===== config.mk =====
export PLATFORM = sky130hd
export DESIGN_NAME = simon_decrypt
export DESIGN_NICKNAME = d
export VERILOG_FILES = /design/src/rtl/simon_decrypt.sv
export SDC_FILE = /design/constraint.sdc
export NUM_CORES = 1
export LEC_CHECK = 0
export ABC_AREA = 1
export CAP_MARGIN = 20
export CORE_MARGIN = 2
export CORE_UTILIZATION = 40
export CTS_CLUSTER_DIAMETER = 150
export DETAILED_ROUTE_END_ITERATION = 6
export DONT_BUFFER_PORTS = 1
export MAX_ROUTING_LAYER = met4
export SLEW_MARGIN = 5
export SYNTH_ARGS = -nofsm -noshare
export SYNTH_HDL_FRONTEND = slang
export SYNTH_SLANG_ARGS = --single-unit
export TNS_END_PERCENT = 100

===== constraint.sdc =====
create_clock -name clk -period 9.8 [get_ports clk]
set_input_delay 0.49 -clock clk [delete_from_list [all_inputs] [get_ports clk]]
set_output_delay 0.49 -clock clk [all_outputs]
set_load 0.02 [all_outputs]

===== src/rtl/simon_decrypt.sv =====
// Iterative Simon decryption core: captures ciphertext/key, expands the full
// round-key schedule into local storage, then runs inverse rounds in reverse key order.
`ifndef N
`define N 16
`endif
`ifndef M
`define M 4
`endif

module simon_decrypt #(
  parameter int n = `N,
  parameter int m = `M
) (
  input  logic           clk,
  input  logic           rst,
  input  logic           en,
  input  logic [2*n-1:0] ciphertext,
  input  logic [n*m-1:0] key,
  output logic [2*n-1:0] plaintext,
  output logic           done
);

  function automatic int rounds_of(input int nn, input int mm);
    if (nn == 16 && mm == 4) return 32;
    if (nn == 24 && mm == 3) return 36;
    if (nn == 24 && mm == 4) return 36;
    if (nn == 32 && mm == 3) return 42;
    if (nn == 32 && mm == 4) return 44;
    if (nn == 48 && mm == 2) return 52;
    if (nn == 48 && mm == 3) return 54;
    if (nn == 64 && mm == 2) return 68;
    if (nn == 64 && mm == 3) return 69;
    if (nn == 64 && mm == 4) return 72;
    return 0;
  endfunction

  // Constant sequences written in reading order: leftmost character is z_j[0].
  function automatic logic [61:0] zstr_of(input int nn, input int mm);
    logic [61:0] z0, z1, z2, z3, z4;
    z0 = 62'b11111010001001010110000111001101111101000100101011000011100110;
    z1 = 62'b10001110111110010011000010110101000111011111001001100001011010;
    z2 = 62'b10101111011100000011010010011000101000010001111110010110110011;
    z3 = 62'b11011011101011000110010111100000010010001010011100110100001111;
    z4 = 62'b11010001111001101011011000100000010111000011001010010011101111;
    if (nn == 16) return z0;
    if (nn == 24) return (mm == 3) ? z0 : z1;
    if (nn == 64 && mm == 4) return z4;
    return (mm == 2 || (nn == 32 && mm == 3)) ? z2 : z3;
  endfunction

  function automatic logic [61:0] rev62(input logic [61:0] v);
    logic [61:0] r;
    for (int i = 0; i < 62; i++) r[i] = v[61-i];
    return r;
  endfunction

  localparam int T = rounds_of(n, m);
  localparam int DEPTH = (T > 0) ? T : 1;
  localparam int AW = (DEPTH > 1) ? $clog2(DEPTH) : 1;
  localparam logic [6:0] T_LAST = 7'(T - 1);
  localparam logic [61:0] Z = rev62(zstr_of(n, m));

  generate
    if (T == 0) begin : g_bad_params
      $error("simon_decrypt: unsupported (n,m) combination");
    end
  endgenerate

  function automatic logic [n-1:0] rotl(input logic [n-1:0] v, input int j);
    return (v << j) | (v >> (n - j));
  endfunction

  function automatic logic [n-1:0] round_f(input logic [n-1:0] v);
    return (rotl(v, 1) & rotl(v, 8)) ^ rotl(v, 2);
  endfunction

  typedef enum logic [2:0] {IDLE, LOAD, EXPAND, DECRYPT, DONE} state_t;

  state_t         state;
  logic [2*n-1:0] ct_reg;
  logic [n*m-1:0] key_reg;
  logic [n*m-1:0] kwin;     // last m round keys; word 0 is k[i-m]
  logic [n-1:0]   x, y;
  logic [6:0]     counter;
  logic [n-1:0]   ks [DEPTH];

  logic [n-1:0] tmp0, tmp1, k_new, rk, fx, x_new;
  logic [6:0]   zdiff;
  logic [5:0]   zidx;

  assign zdiff = counter - 7'(m);
  assign zidx  = (zdiff >= 7'd62) ? 6'(zdiff - 7'd62) : zdiff[5:0];

  generate
    if (m == 4) begin : g_m4
      assign tmp0 = rotl(kwin[n*m-1 -: n], n - 3) ^ kwin[n +: n];
    end else begin : g_m23
      assign tmp0 = rotl(kwin[n*m-1 -: n], n - 3);
    end
  endgenerate

  assign tmp1  = tmp0 ^ rotl(tmp0, n - 1);
  assign k_new = ~kwin[n-1:0] ^ tmp1 ^ {{(n-2){1'b0}}, 1'b1, ~Z[zidx]};
  assign rk    = ks[counter[AW-1:0]];
  assign fx    = round_f(x);
  assign x_new = y ^ fx ^ rk;
  assign done  = (state == DONE);

  // Round-key storage carries no reset; it is always rewritten before use.
  always_ff @(posedge clk) begin
    if (!en && state == LOAD) begin
      for (int i = 0; i < m; i++) ks[i] <= key_reg[i*n +: n];
    end else if (!en && state == EXPAND) begin
      ks[counter[AW-1:0]] <= k_new;
    end
  end

  always_ff @(posedge clk or posedge rst) begin
    if (rst) begin
      state     <= IDLE;
      plaintext <= '0;
      x         <= '0;
      y         <= '0;
      counter   <= '0;
      ct_reg    <= '0;
      key_reg   <= '0;
      kwin      <= '0;
    end else if (en) begin
      state     <= LOAD;
      ct_reg    <= ciphertext;
      key_reg   <= key;
      plaintext <= '0;
    end else begin
      case (state)
        LOAD: begin
          kwin    <= key_reg;
          x       <= ct_reg[n-1:0];
          y       <= ct_reg[2*n-1:n];
          counter <= 7'(m);
          state   <= EXPAND;
        end
        EXPAND: begin
          kwin <= {k_new, kwin[n*m-1:n]};
          if (counter == T_LAST) state <= DECRYPT;
          else counter <= counter + 7'd1;
        end
        DECRYPT: begin
          x <= x_new;
          y <= x;
          if (counter == 7'd0) begin
            plaintext <= {x, x_new};
            state     <= DONE;
          end else begin
            counter <= counter - 7'd1;
          end
        end
        IDLE, DONE: ;
        default: state <= IDLE;
      endcase
    end
  end

endmodule

Word-level counts from Yosys, hierarchy flattened
Memory sizes are Yosys's and may differ from the RTL's.
Index checks and enable logic that the tools add are counted.
- bits in registers: 234
- latch bits: 0
- RAM bits: 512
- ROM bits: 64
- input bits: 99
- logic and storage cells: 82
- memories: 2
- memory list (name ; depth ; width ; rd ports ; clocked after Yosys merged registers in ; wr ports ; line ; source):
    ks ; 32 ; 16 ; 1 ; 0 ; 4 ; 85 ; logic [n-1:0] ks [DEPTH];
    (name not given) ; 64 ; 1 ; 1 ; 0 ; 0 ; 103 ; assign k_new = ~kwin[n-1:0] ^ tmp1 ^ {{(n-2){1'b0}}, 1'b1, ~Z[zidx]};
- add/sub/neg operators: 4
- multiply operators: 0
- divide/modulo/power cells: 0
- $lt $le $gt $ge: 2
- equal/unequal tests: 10
- shift-type cells: 0
- multiplexer cells: 23
- bitwise gates (word level): 16
- reduce and logical (&&, ||, !) cells: 17
- operator list (operator ; number):
    case mux 64 bit (2 select lines) ; 1
    2-to-1 mux 32 bit ; 3
    bitwise XOR 16 bit ; 6
    case mux 16 bit (2 select lines) ; 2
    case mux 7 bit (3 select lines) ; 1
    bitwise AND 16 bit ; 1
    2-to-1 mux 16 bit ; 1
    inverter 16 bit ; 1
    OR 16 x 1 -> 16 bit ; 1
    OR 16 x 13 -> 16 bit ; 1
    OR 16 x 15 -> 16 bit ; 1
    OR 16 x 2 -> 16 bit ; 1
    OR 16 x 8 -> 16 bit ; 1
    OR reduction 16 bit ; 1
    bitwise XOR 16 x 2 -> 16 bit ; 1
    2-to-1 mux 7 bit ; 2
    case mux 3 bit (4 select lines) ; 1
    2-to-1 mux 3 bit ; 3
    nonzero test 2 bit ; 4
    adder 7 x 1 -> 7 bit (second input constant) ; 1
    equality test 7 x 5 -> 1 bit (second input constant) ; 1
    >= comparator 7 x 6 -> 1 bit (second input constant) ; 1
    logical NOT 7 bit ; 1
    less-than comparator 6 x 7 -> 1 bit (second input constant) ; 1
    other kinds (21) ; 34

Logic depth before layout (Yosys ltp)
- depth after elaboration: 8
- gate-level depth with buffers: 21

Least setup slack after synthesis
OpenSTA, ideal clock, no wires.
- path type: register -> register
- start point: reg counter[2]
- end point: mem ks[1][0] in the netlist's numbering (data pin)
- setup time: 259 ps
- arrival: 2536 ps
- required time: 9541 ps
- path slack: 7005 ps
- stages on the path, launching flop included: 21
- period minus slack after synthesis: 2795 ps
- cell sequence: dfrtp_1 inv_2 ha_1 inv_1 nand2_1 a21oi_2 nand2_2 nand2_4 nand2_1 nand2_1 ha_1 nand2_1 nand2_1 nand2_1 nand2_1 nand3_1 nand2_1 nand2_1 nand2_2 nand2_1 o21ai_2
- RTL lines (element ; line ; source):
    from (decl) ; 84 ; logic [6:0] counter;
    from (signal assigned) ; 139 ; counter <= 7'(m);
    from (signal assigned) ; 145 ; else counter <= counter + 7'd1;
    from (signal assigned) ; 154 ; counter <= counter - 7'd1;
    to (decl) ; 85 ;

==> results.yml <==
run_status:
  status: "completed"
final_layout:
  largest_register_ff_count: 512
  nets: 2823
  final_cell_mix: "633 x nand2_1, 512 x edfxtp_1, 256 x a22oi_1"
  final_common_cell: "nand2_1"
  drive_above_1_share: 0.0920
  syn_to_final_growth_pct: 16.2
  fillerInstances: 6915
yosys:
  yosys_most_used_dff: "edfxtp_1"
  synthTopCellsByArea: "edfxtp_1 50%, dfrtp_1 19%, nand2_1 7.7%"
  synth_edf_count: 512
  syn_inst: 2605
  yosysTopAreaCell: "edfxtp_1"
  yosys_warnings: 0
  ys_types: 47
  netlist_area_sq_um: 31000
  synth_top_area_frac: 0.496
  async_flop_share: 0.314
  avgSynthCellArea_sq_um: 11.9
  synth_fp_nets: 2717
  ys_seq_elements: 746
  ys_seq_area_frac: 0.685
sta:
  min_period_ns: 4.10
  rsz0062_at_grt: "false"
  slew_headroom: 0.303
  whs_ns: 0.0188
  fin_skew_ns: 0.0335
  final.setup.tns_ns: 0
  fmax_ghz: 0.244
  period_share: 0.418
  worst_pin_slew_ns: 1.05
  drv_slew: 0
  setup_viol: 0
  hold_viol: 0
flow_run:
  drv_cap: 0
critical_path:
  path_class: "register to register"
  r2r_cells: 5
  crit_start: "counter[0]"
  cpMostUsedCell: "nand2_1"
  critPathTopFamily: "simple AND/OR/NAND/NOR gates"
  crit_chain: "inv_4 > nor2_4 > buf_4 > nand2_1 > nand2_1"
  setup.worst_path.start_class: "register"
  critPathMaxStageDelay_ns: 0.87
  r2r-start: "counter[0]"
  path_buf_inv: 2
  cp.arrival_ns: 4.34
  reg2reg_slack_ns: 5.70
  crit_slowest_cell: "nand2_1"
  worstSetupEndpointType: "register"
  worstPathMaxFanout: 65
  required_ns: 10.04
  regToRegEndpoint: "ks[1][6]"
clocking:
  post_cts_buffers: 0
  ctsHoldBuffers: 94
  h-tree-depth: 3
  clkTransAtPathRegs_ns: 0.06
  cts_sinks: 746
  cts_tree: "built"
  clkLatencyLatePin_ns: 0.63
  clockBufferDepth: 3
  cts_made_buffers: 79
  ctsResizeCount: 0
  root_buffer: "clkbuf_16"
floorplanning:
  die-width_um: 282
  coreArea_sq_um: 77100
  num_rows: 102
  io-pin-count: 132
  dieHeight_um: 282
  dieArea_sq_um: 79800
  initial_utilization: 0.402
drt:
  drt-initial-drc-count: 2132
  via_per_inst: 5.49
  first_pass_iters: 5
  wl_per_cell_um: 23.1
  vias: 20914
  antenna_left: 0
  drcViolationCount: 0
  wl_um: 88000
power_and_ir_drop:
  cellPowerDensity_nw_per_um2: 376
  peakVddDrop_mv: 0.288
  p_leak_nw: 13.5
hold_path:
  hold_end: "key_reg[60]"
  min-delay-start: "key[60]"
  hold_path.class: "primary input to register"
  holdPathStages: 2
global_route:
  antenna_found_initial: 0
  grt_max_degree: 147
  gr-total-overflow: 0
  grt_usage: 0.228
  grt_first_pass_wirelength_um: 132000
  first_global_vias: 20505
placement:
  gp_congestion: 0.895
  io_buffers: 0
  hpwl_um: 55200
power breakdown:
part           internal, mW  switching [mW]
combinational          1.27            3.71
clock                  1.75            1.23
sequential             5.23           0.342
kinds of logic (layout without fill, tap and decap cells):
logic type	count (synthesis)	in the layout	synth area share
AO/OA/AOI/OAI	659	659	0.138
flip-flops	746	746	0.685
buffers and inverters	258	424	0.0354
adder cells (fa/ha/maj)	13	13	0.00549
AND/OR/NAND/NOR	834	834	0.108
other	0	1	0
XOR/XNOR	95	95	0.0274
through the flow:
step	instances	utilization	worst slack [ns]	power, mW	area [sq um]
4_1_cts	3809	0.467	5.62	13.5	36000
3_5_place_dp	3574	0.420	5.66	10.5	32400
3_3_place_gp	3570	0.420	5.78	10.4	32400
2_1_floorplan	2605	-	2.89	8.48	31000
5_1_grt	3811	0.467	5.41	14.2	36000
6_report	3812	0.467	5.70	13.5	36000
cells in the mapped netlist, drive strengths merged, types with 37 or more instances:
library cell,instances
a21oi,50
clkbuf,85
o21ai,202
inv,115
dfrtp,234
xor2,58
nor2,115
a31oi,38
xnor2,37
edfxtp,512
buf,57
a22oi,256
nand2,644
a21boi,82
worst max-delay path by stage:
| stage | cells after the start | endpoint | slack, ns |
|---|---|---|---|
| final | 5 | ks[1][6] | 5.70 |
| after global routing | 5 | ks[1][15] | 5.41 |
| after CTS | 5 | ks[1][15] | 5.62 |
| after detailed placement | 5 | ks[1][2] | 5.66 |
| after global placement | 8 | plaintext[19] | 5.78 |
| after floorplan | 1 | counter[0] | 2.89 |
routing by layer:
metal / track usage / routed length (um) / part of all wire / vias up
met5: - / 0 / 0 / -
met4: 0.0768 / 3020 / 0.034 / 0
met3: 0.0353 / 5360 / 0.061 / 134
met2: 0.353 / 42000 / 0.48 / 761
met1: 0.309 / 37700 / 0.43 / 10522
li1: - / - / - / 9497
layout make-up:
cell class	instances	area [sq um]	area share
Sequential cell	746	21200	0.589
Clock inverter	35	295	0.00820
Inverter	116	450	0.0125
Tap cell	1040	1300	0.0361
Antenna cell	1	2.50	0.0000695
Timing Repair Buffer	167	1570	0.0436
Multi-Input combinational cell	1601	8870	0.246
Clock buffer	106	2290	0.0637
Power figures use the tool's default switching activity.
